[config.mk]
export PLATFORM = sky130hd
export DESIGN_NAME = spi_slave
export DESIGN_NICKNAME = d
export VERILOG_FILES = /design/src/rtl/spi_slave.sv
export SDC_FILE = /design/constraint.sdc
export NUM_CORES = 1
export LEC_CHECK = 0
export ABC_AREA = 0
export CORE_MARGIN = 1.5
export CORE_UTILIZATION = 40
export DETAILED_ROUTE_END_ITERATION = 7
export PLACE_DENSITY_LB_ADDON = 0.12
export SLEW_MARGIN = 20
export SYNTH_ARGS = -nofsm -noshare
export SYNTH_HDL_FRONTEND = slang
export SYNTH_SLANG_ARGS = --single-unit
[constraint.sdc]
create_clock -name clk -period 4.4 [get_ports clk]
set_input_delay 0.88 -clock clk [delete_from_list [all_inputs] [get_ports clk]]
set_output_delay 0.88 -clock clk [all_outputs]
set_load 0.02 [all_outputs]
[src/rtl/spi_slave.sv]
// SPI mode-0 slave with synchronized pin inputs, one-word tx holding
// register and back-to-back frame support within one cs-low period.
module spi_slave #(
  parameter int WIDTH       = 8,
  parameter int SYNC_STAGES = 2
) (
  input  logic             clk,
  input  logic             rst,
  input  logic             sclk,
  input  logic             cs,
  input  logic             mosi,
  output logic             miso,
  input  logic [WIDTH-1:0] tx_data,
  input  logic             tx_valid,
  output logic             tx_ready,
  output logic [WIDTH-1:0] rx_data,
  output logic             rx_valid,
  output logic             busy,
  output logic             tx_underrun,
  output logic             frame_abort
);

  localparam int CW = $clog2(WIDTH + 1);

  typedef enum logic {
    IDLE,
    SHIFT
  } state_t;

  logic [1:0] rst_sync_q;
  logic [1:0] rst_sync_d;
  logic       rst_ni;

  logic [SYNC_STAGES-1:0] sclk_sync_q, sclk_sync_d;
  logic [SYNC_STAGES-1:0] cs_sync_q, cs_sync_d;
  logic [SYNC_STAGES-1:0] mosi_sync_q, mosi_sync_d;
  logic                   sclk_prev_q, cs_prev_q;
  logic                   sclk_s, cs_s, mosi_s;
  logic                   sclk_rise, sclk_fall;
  logic                   cs_rise, cs_fall;

  state_t           state_q, state_d;
  logic [CW-1:0]    cnt_q, cnt_d;
  logic [WIDTH-1:0] hold_q, hold_d;
  logic             loaded_q, loaded_d;
  logic [WIDTH-1:0] tx_shift_q, tx_shift_d;
  logic [WIDTH-1:0] rx_shift_q, rx_shift_d;
  logic [WIDTH-1:0] rx_data_q, rx_data_d;
  logic             rx_valid_q, rx_valid_d;
  logic             under_q, under_d;
  logic             abort_q, abort_d;
  logic             miso_q, miso_d;

  // Reset asserts immediately but releases on a clock edge.
  assign rst_sync_d = {rst_sync_q[0], 1'b1};
  assign rst_ni     = rst_sync_q[1];

  always_ff @(posedge clk or negedge rst) begin
    if (!rst) begin
      rst_sync_q <= '0;
    end else begin
      rst_sync_q <= rst_sync_d;
    end
  end

  always_comb begin
    sclk_sync_d = {sclk_sync_q[SYNC_STAGES-2:0], sclk};
    cs_sync_d   = {cs_sync_q[SYNC_STAGES-2:0], cs};
    mosi_sync_d = {mosi_sync_q[SYNC_STAGES-2:0], mosi};
  end

  assign sclk_s    = sclk_sync_q[SYNC_STAGES-1];
  assign cs_s      = cs_sync_q[SYNC_STAGES-1];
  assign mosi_s    = mosi_sync_q[SYNC_STAGES-1];
  assign sclk_rise = sclk_s & ~sclk_prev_q;
  assign sclk_fall = ~sclk_s & sclk_prev_q;
  assign cs_rise   = cs_s & ~cs_prev_q;
  assign cs_fall   = ~cs_s & cs_prev_q;

  always_comb begin
    state_d    = state_q;
    cnt_d      = cnt_q;
    hold_d     = hold_q;
    loaded_d   = loaded_q;
    tx_shift_d = tx_shift_q;
    rx_shift_d = rx_shift_q;
    rx_data_d  = rx_data_q;
    rx_valid_d = 1'b0;
    under_d    = 1'b0;
    abort_d    = 1'b0;
    unique case (state_q)
      IDLE: begin
        if (cs_fall) begin
          state_d    = SHIFT;
          tx_shift_d = loaded_q ? hold_q : '0;
          under_d    = ~loaded_q;
          loaded_d   = 1'b0;
          cnt_d      = '0;
        end
      end
      SHIFT: begin
        if (cnt_q == CW'(WIDTH)) begin
          rx_data_d  = rx_shift_q;
          rx_valid_d = 1'b1;
          cnt_d      = '0;
          if (!cs_rise) begin
            tx_shift_d = loaded_q ? hold_q : '0;
            under_d    = ~loaded_q;
            loaded_d   = 1'b0;
          end
        end else if (sclk_rise) begin
          rx_shift_d = {rx_shift_q[WIDTH-2:0], mosi_s};
          cnt_d      = cnt_q + CW'(1);
        end else if (sclk_fall && cnt_q != '0) begin
          // The trailing fall after the last bit must not eat the reloaded MSB.
          tx_shift_d = {tx_shift_q[WIDTH-2:0], 1'b0};
        end
        if (cs_rise) begin
          state_d = IDLE;
          cnt_d   = '0;
          abort_d = (cnt_q != '0) && (cnt_q != CW'(WIDTH));
        end
      end
      default: state_d = IDLE;
    endcase
    if (tx_valid && !loaded_q) begin
      hold_d   = tx_data;
      loaded_d = 1'b1;
    end
    miso_d = (state_d == SHIFT) ? tx_shift_d[WIDTH-1] : 1'b0;
  end

  always_ff @(posedge clk or negedge rst_ni) begin
    if (!rst_ni) begin
      sclk_sync_q <= '0;
      cs_sync_q   <= '1;
      mosi_sync_q <= '0;
      sclk_prev_q <= 1'b0;
      cs_prev_q   <= 1'b1;
      state_q     <= IDLE;
      cnt_q       <= '0;
      hold_q      <= '0;
      loaded_q    <= 1'b0;
      tx_shift_q  <= '0;
      rx_shift_q  <= '0;
      rx_data_q   <= '0;
      rx_valid_q  <= 1'b0;
      under_q     <= 1'b0;
      abort_q     <= 1'b0;
      miso_q      <= 1'b0;
    end else begin
      sclk_sync_q <= sclk_sync_d;
      cs_sync_q   <= cs_sync_d;
      mosi_sync_q <= mosi_sync_d;
      sclk_prev_q <= sclk_s;
      cs_prev_q   <= cs_s;
      state_q     <= state_d;
      cnt_q       <= cnt_d;
      hold_q      <= hold_d;
      loaded_q    <= loaded_d;
      tx_shift_q  <= tx_shift_d;
      rx_shift_q  <= rx_shift_d;
      rx_data_q   <= rx_data_d;
      rx_valid_q  <= rx_valid_d;
      under_q     <= under_d;
      abort_q     <= abort_d;
      miso_q      <= miso_d;
    end
  end

  assign miso        = miso_q;
  assign tx_ready    = ~loaded_q;
  assign rx_data     = rx_data_q;
  assign rx_valid    = rx_valid_q;
  assign busy        = (state_q == SHIFT);
  assign tx_underrun = under_q;
  assign frame_abort = abort_q;

endmodule

==> metrics.txt <==
status=finished clean; DRC errors left=0; Critical Path Fanout Max=13; CTS clock-pin slew for the worst setup and hold paths=90 ps; CP Buf/Inv Count=1; synth top area cells=dfrtp_1 (59%), mux2_2 (13%), dfstp_2 (3.8%); Setup CP Type=register to output port; first-pass GRT wire length=5550 um; core box area=5040 sq um; Register Area=1310 sq um; fin. max-slew vios=0; peak supply drop=0.233 mV; dpl hpwl=2310 um; type of the worst min-delay path=register to async pin; row count=26; final setup fails=0; H-Tree Level Count=2; CP max stage cell=clkdlybuf4s50_1; Yosys Warn Count=0; cell area after synthesis=2080 sq um; static leakage=0.00114 uW; startpoint class of the critical path=register; Ports=28; initial antenna violation count=0; worst path required time=3520 ps; Hold Fails Final Rpt=0; vias in the first global route=1180; WL final=3330 um; Die ar.=5630 sq um; Max Root-Sink Buffers=2; Cells after Synth=150; CTS root buf=clkbuf_8; CTS Buf Count=5; share of layout cells above drive strength 1=0.219; Diodes inserted=0; postcts setup bufs=0; post-synth top area share=0.591; CTS tree=done; DR WL/cell=13.4 um; DIE HEIGHT=75.0 um; Yosys reg bits=52; Post-synth EDFFs=0; max_slew headroom=0.537; final worst path period need=2450 ps; initial DRC count=57; Worst Clk Skew=8.64 ps; hold-fix buffers at CTS=0; Final ANT Viol Nets=0; async set-reset flop share out of synthesis=1.00; clock sink total=52; fmax=408 MHz; # resized after CTS=0; final worst path period share=0.556; Netlist cell types=36; vias post-DR=1169; Starting Density=0.412; RSZ-0062 raised after global routing=no; ys flop type=dfrtp_1; Vias/cell=4.71; total gr overflow=0; crit end category=output port; most numerous cell in the Yosys netlist=dfrtp_1; Seq/Total Area, Yosys=0.629; Slew @ Worst Pin=694 ps; kind of cell adding the most delay to the critical path=buffers and inverters; Power Density=489 nW/um^2; die width=75.0 um; Post-synth top cells=dfrtp_1 (49), mux2_2 (24), nor2_1 (10); syn_nets=166; Skew-Pair Late Insertion Delay=300 ps; area grow syn2layout=20.7%; largest net degree at the start of global routing=51; Pre-antenna DRT Iters=4; max-cap violation count=0; CP max stage delay=680 ps; nets=193; Synth area leader=dfrtp_1; final core occ=0.497; fillers=469; GPL Wtd Cong=0.703; Global Route Usage Sum=0.136; CP Cell Sequence=clkdlybuf4s50_1; Avg Cell Area, Syn=13.8 sq um; area occupied by multi-input gates=709 sq um; IO Port Bufs=27; Worst Path Arrival=1570 ps; setup TNS=0 ps
## per-layer routing
layer / vias to the layer above / track usage / share of wire
li1: 575 / - / -
met1: 562 / 0.177 / 0.47
met2: 25 / 0.209 / 0.47
met3: 7 / 0.0402 / 0.039
met4: 0 / 0.0667 / 0.020
met5: - / 0 / 0
## worst paths after layout
kind	endpoint	start	slack, ps	cells past startpoint
max reg2reg	miso$_DFF_PN0_	cnt_q[0]$_DFFE_PN0P_	2570	6
min reg2reg	rx_shift_q[5]$_DFFE_PN0P_	rst_sync_q[1]$_DFF_PN0_	350	0
min in group clk	cs_sync_q[1]$_DFF_PN1_	cs_sync_q[0]$_DFF_PN1_	360	0
min	rx_shift_q[5]$_DFFE_PN0P_	rst_sync_q[1]$_DFF_PN0_	350	0
max in group asynchronous	rst_sync_q[1]$_DFF_PN0_	rst	3530	1
max	busy	busy$_DFF_PN0_	1950	1
## flip-flops by register name, summed over array words and instances (netlist names)
register and flops:
busy 1, cnt_q 4, cs_prev_q 1, cs_sync_q 2, frame_abort 1, hold_q 8, loaded_q 1, miso 1
mosi_sync_q 2, rst_sync_q 2, rx_data 8, rx_shift_q 8, rx_valid 1, sclk_prev_q 1, sclk_sync_q 2, tx_shift_q 8
tx_underrun 1
## cell usage in the layout, fill, tap and decap left out, types with 2 or more instances in the layout
cell	instances
a21o_1	2
a21oi_1	2
a221o_1	6
clkbuf_8	5
clkdlybuf4s50_1	27
dfrtp_1	48
dfstp_2	3
ha_1	2
inv_1	6
mux2_2	24
nand2_1	8
nand2b_1	3
nand3_1	3
nor2_1	10
nor2b_1	3
nor3b_1	3
## layout make-up
| cell class | instances | area share |
|---|---|---|
| timing repair buffer | 27 | 0.108 |
| clock inverter | 2 | 0.0140 |
| multi-input combinational | 85 | 0.283 |
| clock buffer | 6 | 0.0290 |
| inverter | 6 | 0.00899 |
| sequential | 52 | 0.522 |
| tap | 70 | 0.0349 |
## logic make-up after synthesis
logic type / share of synthesized area
other cells: 0.00181
flops: 0.629
xor+xnor: 0.00422
compound gates: 0.0922
mux: 0.135
buf+inv: 0.0295
simple gates: 0.0965
fa+ha+maj: 0.0121
## through the flow
step	area, sq um	total power (uW)	hold WS (ps)	std cells	setup slack, ps
finish	2510	1230	353	248	1950
global route	2510	1300	369	248	1860
CTS	2500	1250	358	248	1940
detailed placement	2400	929	342	240	1950
global placement	2400	916	334	240	2000
floorplan	2080	856	331	150	2630
## power by group
group / internal, uW / total, uW / switching, uW
combinational: 140 / 235 / 95.5
clock: 169 / 313 / 144
sequential: 591 / 678 / 86.5
total: 900 / 1230 / 326
No activity file was read; power rests on OpenSTA's default activity.
